## config.mk

```make
export PLATFORM = sky130hd
export DESIGN_NAME = fp_to_int
export DESIGN_NICKNAME = d
export VERILOG_FILES = /design/src/rtl/fp_to_int.sv
export SDC_FILE = /design/constraint.sdc
export NUM_CORES = 1
export LEC_CHECK = 0
export ABC_AREA = 1
export CAP_MARGIN = 30
export CELL_PAD_IN_SITES_DETAIL_PLACEMENT = 1
export CELL_PAD_IN_SITES_GLOBAL_PLACEMENT = 2
export CORE_ASPECT_RATIO = 0.6
export CORE_MARGIN = 10
export CORE_UTILIZATION = 36
export DETAILED_ROUTE_END_ITERATION = 16
export GPL_TIMING_DRIVEN = 0
export MAX_ROUTING_LAYER = met4
export PLACE_DENSITY = 0.93
export SYNTH_ARGS = -nofsm -noshare
export SYNTH_HDL_FRONTEND = slang
export SYNTH_SLANG_ARGS = --single-unit
```

## constraint.sdc

```tcl
create_clock -name clk -period 4.65 [get_ports clk]
set_input_delay 0.465 -clock clk [delete_from_list [all_inputs] [get_ports clk]]
set_output_delay 0.465 -clock clk [all_outputs]
set_load 0.005 [all_outputs]
```

## src/rtl/fp_to_int.sv

```systemverilog
// fp_to_int: binary32 to integer converter with trunc/RNE rounding, saturation and an LATENCY-deep enable-gated pipeline.
module fp_to_int #(
  parameter int OUT_WIDTH = 32,
  parameter int LATENCY   = 3
) (
  input  logic                 clk,
  input  logic                 areset,
  input  logic                 en,
  input  logic                 in_valid,
  input  logic [31:0]          a,
  input  logic                 is_signed,
  input  logic                 rnd,
  output logic                 out_valid,
  output logic [OUT_WIDTH-1:0] q,
  output logic                 invalid,
  output logic                 inexact
);
  localparam int FW = OUT_WIDTH + 25;
  localparam int MW = OUT_WIDTH + 2;
  localparam int DW = OUT_WIDTH + 2;
  logic                 sgn;
  logic [7:0]           ex;
  logic [22:0]          man;
  logic                 is_nan, is_denorm, huge, tiny, g, st, up, rng;
  logic [7:0]           sh;
  logic [FW-1:0]        fx;
  logic [OUT_WIDTH:0]   ip;
  logic [MW-1:0]        mag, lim;
  logic [OUT_WIDTH-1:0] qmax, qmin, cq;
  logic                 cinv, cinx;
  logic [LATENCY-1:0]   v;
  logic [DW-1:0]        d [LATENCY];
  assign {sgn, ex, man} = a;
  // fx holds |a| * 2^24: integer part above bit 24, guard at bit 23, sticky below.
  // Exponents too small to reach 0.5 wrap sh past FW, so fx and ip collapse to zero.
  always_comb begin
    is_nan    = (&ex) & (|man);
    is_denorm = ~|ex;
    huge      = ex >= 8'(OUT_WIDTH + 128);
    tiny      = ex < 8'd126;
    sh        = ex - 8'd126;
    fx        = FW'({1'b1, man}) << sh;
    ip        = fx[FW-1:24];
    g         = tiny ? 1'b0 : fx[23];
    st        = tiny ? 1'b1 : |fx[22:0];
    up        = rnd & g & (st | ip[0]);
    mag       = MW'(ip) + MW'(up);
    lim       = is_signed ? (sgn ? {3'b001, {(OUT_WIDTH-1){1'b0}}} : {3'b000, {(OUT_WIDTH-1){1'b1}}})
                          : (sgn ? '0 : {2'b00, {OUT_WIDTH{1'b1}}});
    rng       = huge | (mag > lim);
    qmax      = is_signed ? {1'b0, {(OUT_WIDTH-1){1'b1}}} : '1;
    qmin      = is_signed ? {1'b1, {(OUT_WIDTH-1){1'b0}}} : '0;
    cinv      = is_nan | rng;
    cq        = is_nan ? qmax : rng ? (sgn ? qmin : qmax)
              : (sgn ? -mag[OUT_WIDTH-1:0] : mag[OUT_WIDTH-1:0]);
    cinx      = ~cinv & (is_denorm ? |man : (g | st));
  end
  // Data stages load only behind a valid token so outputs stay zero until the first result.
  always_ff @(posedge clk or posedge areset) begin
    if (areset) begin
      v <= '0;
      for (int i = 0; i < LATENCY; i++) d[i] <= '0;
    end else if (en) begin
      v[0] <= in_valid;
      if (in_valid) d[0] <= {cq, cinv, cinx};
      for (int i = 1; i < LATENCY; i++) begin
        v[i] <= v[i-1];
        if (v[i-1]) d[i] <= d[i-1];
      end
    end
  end
  assign out_valid = v[LATENCY-1];
  assign {q, invalid, inexact} = d[LATENCY-1];
endmodule

```

==> impl_results.md <==
- Die width: 239.3 um
- Synth-to-layout area growth: 33.96%
- Post-synth EDFFs: 0
- Via density: 5.891
- Total chip power: 4.341 mW
- Core ar.: 0.02859 sq mm
- Critical Path Most Common Cell: nand2_1
- Max Fclk: 0.1809 GHz
- PD cells: 312.0 mW/mm^2
- Post-Place Worst Slack: -2.750 ns
- Hpwl dp: 40.40 mm
- Cell variety after synth: 54
- Worst path required time: 4.90 ns
- Final net count: 1839
- Most frequent cells in the layout: nand2_1 (358), nand3_1 (241), buf_4 (116)
- Clock buffer depth: 2
- Crit path largest cell delay: 0.25 ns
- Vias: 12640
- Register-to-register setup slack: 2.77 ns
- Final instance area: 0.01391 sq mm
- PortBufs: 71
- Worst slew pin tran: 0.8018 ns
- Class of the worst hold path: in -> async
- Final Core Density: 48.67%
- Yosys warns: 0
- Post-Syn Nets: 1663
- Clock sink count: 105
- Antenna violations before repair: 0
- Largest net degree at the start of global routing: 72
- DRT iter0 DRCs: 1521
- Most common cell after layout, fill and taps aside: nand2_1
- Layout cells sized above 1: 29.83%
- Arr. time, crit path: 5.78 ns
- Skew final: 0.01620 ns
- Peak supply drop: 218.4 uV
- Congestion Overflow GR: 0
- First-pass GRT wire length: 75.50 mm
- Die area: 0.03626 sq mm
- Unrepaired setup endpoints after global routing: true
- Syn Area/Cell: 6.536 sq um
- Leakage: 6.513 nW
- Number of CTS-inserted buffers: 9
- Synth Cell Area: 0.01038 sq mm
- Residual DRC count: 0
- R2r startpoint: v[0]
- 1st-pass router iterations: 7
- Worst R2R Path Depth: 4
- Post-synth ARST share: 100.0%
- Std cell rows: 48
- Relative slew slack: 46.55%
- Cell count after placement: 2037
- Finish-stage setup viols: 34
- H-tree Lvls: 3
- Syn Inst Count: 1589
- CP bufs+invs: 5
- Critical R2R Capture: d[56]
- CP startpoint kind: input pin
- Placed inst area: 0.01178 sq mm
- Final Non-Filler Cells: 2146
- Failing checks: setup timing
- Final hold viol count: 0
- RePlAce Congestion: 1.033
- Max-cap viol count: 0
- Max Transition Viols Final: 0
- WL/cell: 24.02 um
- Post-synth top flop: dfrtp_1
- Routed wire length: 51.54 mm
- Slowest cell on crit path: buf_6
- Die height: 151.6 um
- Post-synthesis sequential area ratio: 25.30%
- Critical Path End Type: register
- FILL cells: 3655
- Flops & latches, synth: 105
- Crit path time final: 5.529 ns
- Final WS setup: -0.8792 ns
- Worst-path clk slew: 0.09 ns
- Number of global-route vias before repair: 12110
- Critical path depth: 39
- Skew-Pair Late Insertion Delay: 0.38 ns
- TritonCTS clock tree: yes
- ANT nets after route: 0
- GRT Total Usage: 28.19%
- Final period utilization: 118.9%
- Clock Tree Root: clkbuf_16
- CP max FO: 7
- Family with the most delay on the worst path: simple AND/OR/NAND/NOR gates
- Starting density of the core: 36.33%
- Hold_buf cts: 0
- Outcome: finished, violations left
- Critical path class: in -> reg
- IO Count: 73
-- sequential cells by signal, summed over array words and instances, names as in the netlist --
register  count
inexact       1
q            32
v             3
d            68
invalid       1
-- where the power goes --
part / switching (mW) / internal, mW
clock: 0.405 / 0.384
sequential: 0.150 / 1.19
combinational: 1.26 / 0.954
-- how the worst max path moves through the flow --
| stage | startpoint | endpoint |
|---|---|---|
| global route | a[24] | d[79] |
| detailed placement | a[24] | d[76] |
| floorplan | a[24] | d[70] |
| global placement | a[24] | d[76] |
| finish | a[24] | d[83] |
| CTS | a[24] | d[82] |
-- synthesized netlist by cell type (all sizes together) (4+ instances only) --
master,count,share of area (%)
o21ai,64,3.2
buf,85,5.4
a21oi,82,4.1
nand4,74,4.5
nor3,7,0.34
nand3b,5,0.36
nand2,447,17
or2,4,0.24
inv,129,4.7
a22oi,5,0.36
clkbuf,21,0.76
nand3,308,17
mux2,29,3.1
ha,36,4.3
dfrtp,105,25
nor2,154,7.0
clkinv,5,0.18
nor4,8,0.48
-- metal layers --
metal	vias up	share of wire, %	GRT usage [%]
met5	-	0	-
met4	0	0.49	2.472
met3	28	13	8.869
met2	597	37	35.14
met1	6334	49	43.30
li1	5684	-	-
-- logic make-up after synthesis --
group | count (synthesis) | synth area share [%]
flip-flops | 105 | 25.30
multiplexers | 29 | 3.145
adder cells (fa/ha/maj) | 36 | 4.337
AO/OA/AOI/OAI | 165 | 8.639
buffers and inverters | 240 | 11.06
AND/OR/NAND/NOR | 1011 | 47.08
XOR/XNOR | 3 | 0.4338
-- through the flow --
| step | hold WS (ns) | setup TNS [ns] |
|---|---|---|
| after floorplan | 0.4450 | -2.596 |
| after global placement | 0.4722 | -87.99 |
| after detailed placement | 0.4778 | -84.13 |
| after CTS | 0.4606 | -19.74 |
| after global routing | 0.4893 | -35.54 |
| final | 0.4586 | -28.15 |
-- final cells by class --
cell class	count	area, sq um	area share, %
multi-input cells	1246	7694	55.30
clock buffers	9	225.2	1.619
repair buffers	163	1534	11.03
diodes	1	2.502	0.01799
clock inverters	7	80.08	0.5756
flip-flops and latches	105	2628	18.89
well taps	375	469.2	3.373
inverters	134	538.0	3.867
plain buffers	106	742.0	5.333
-- repair_timing --
item | 4_1_cts | 5_1_grt
pin swaps | 53 | 58
gates cloned | 6 | 2
setup endpoints to repair | 34 | 34
setup buffers | 67 | 19
gates resized for setup | 177 | 114
Power figures use the tool's default switching activity.
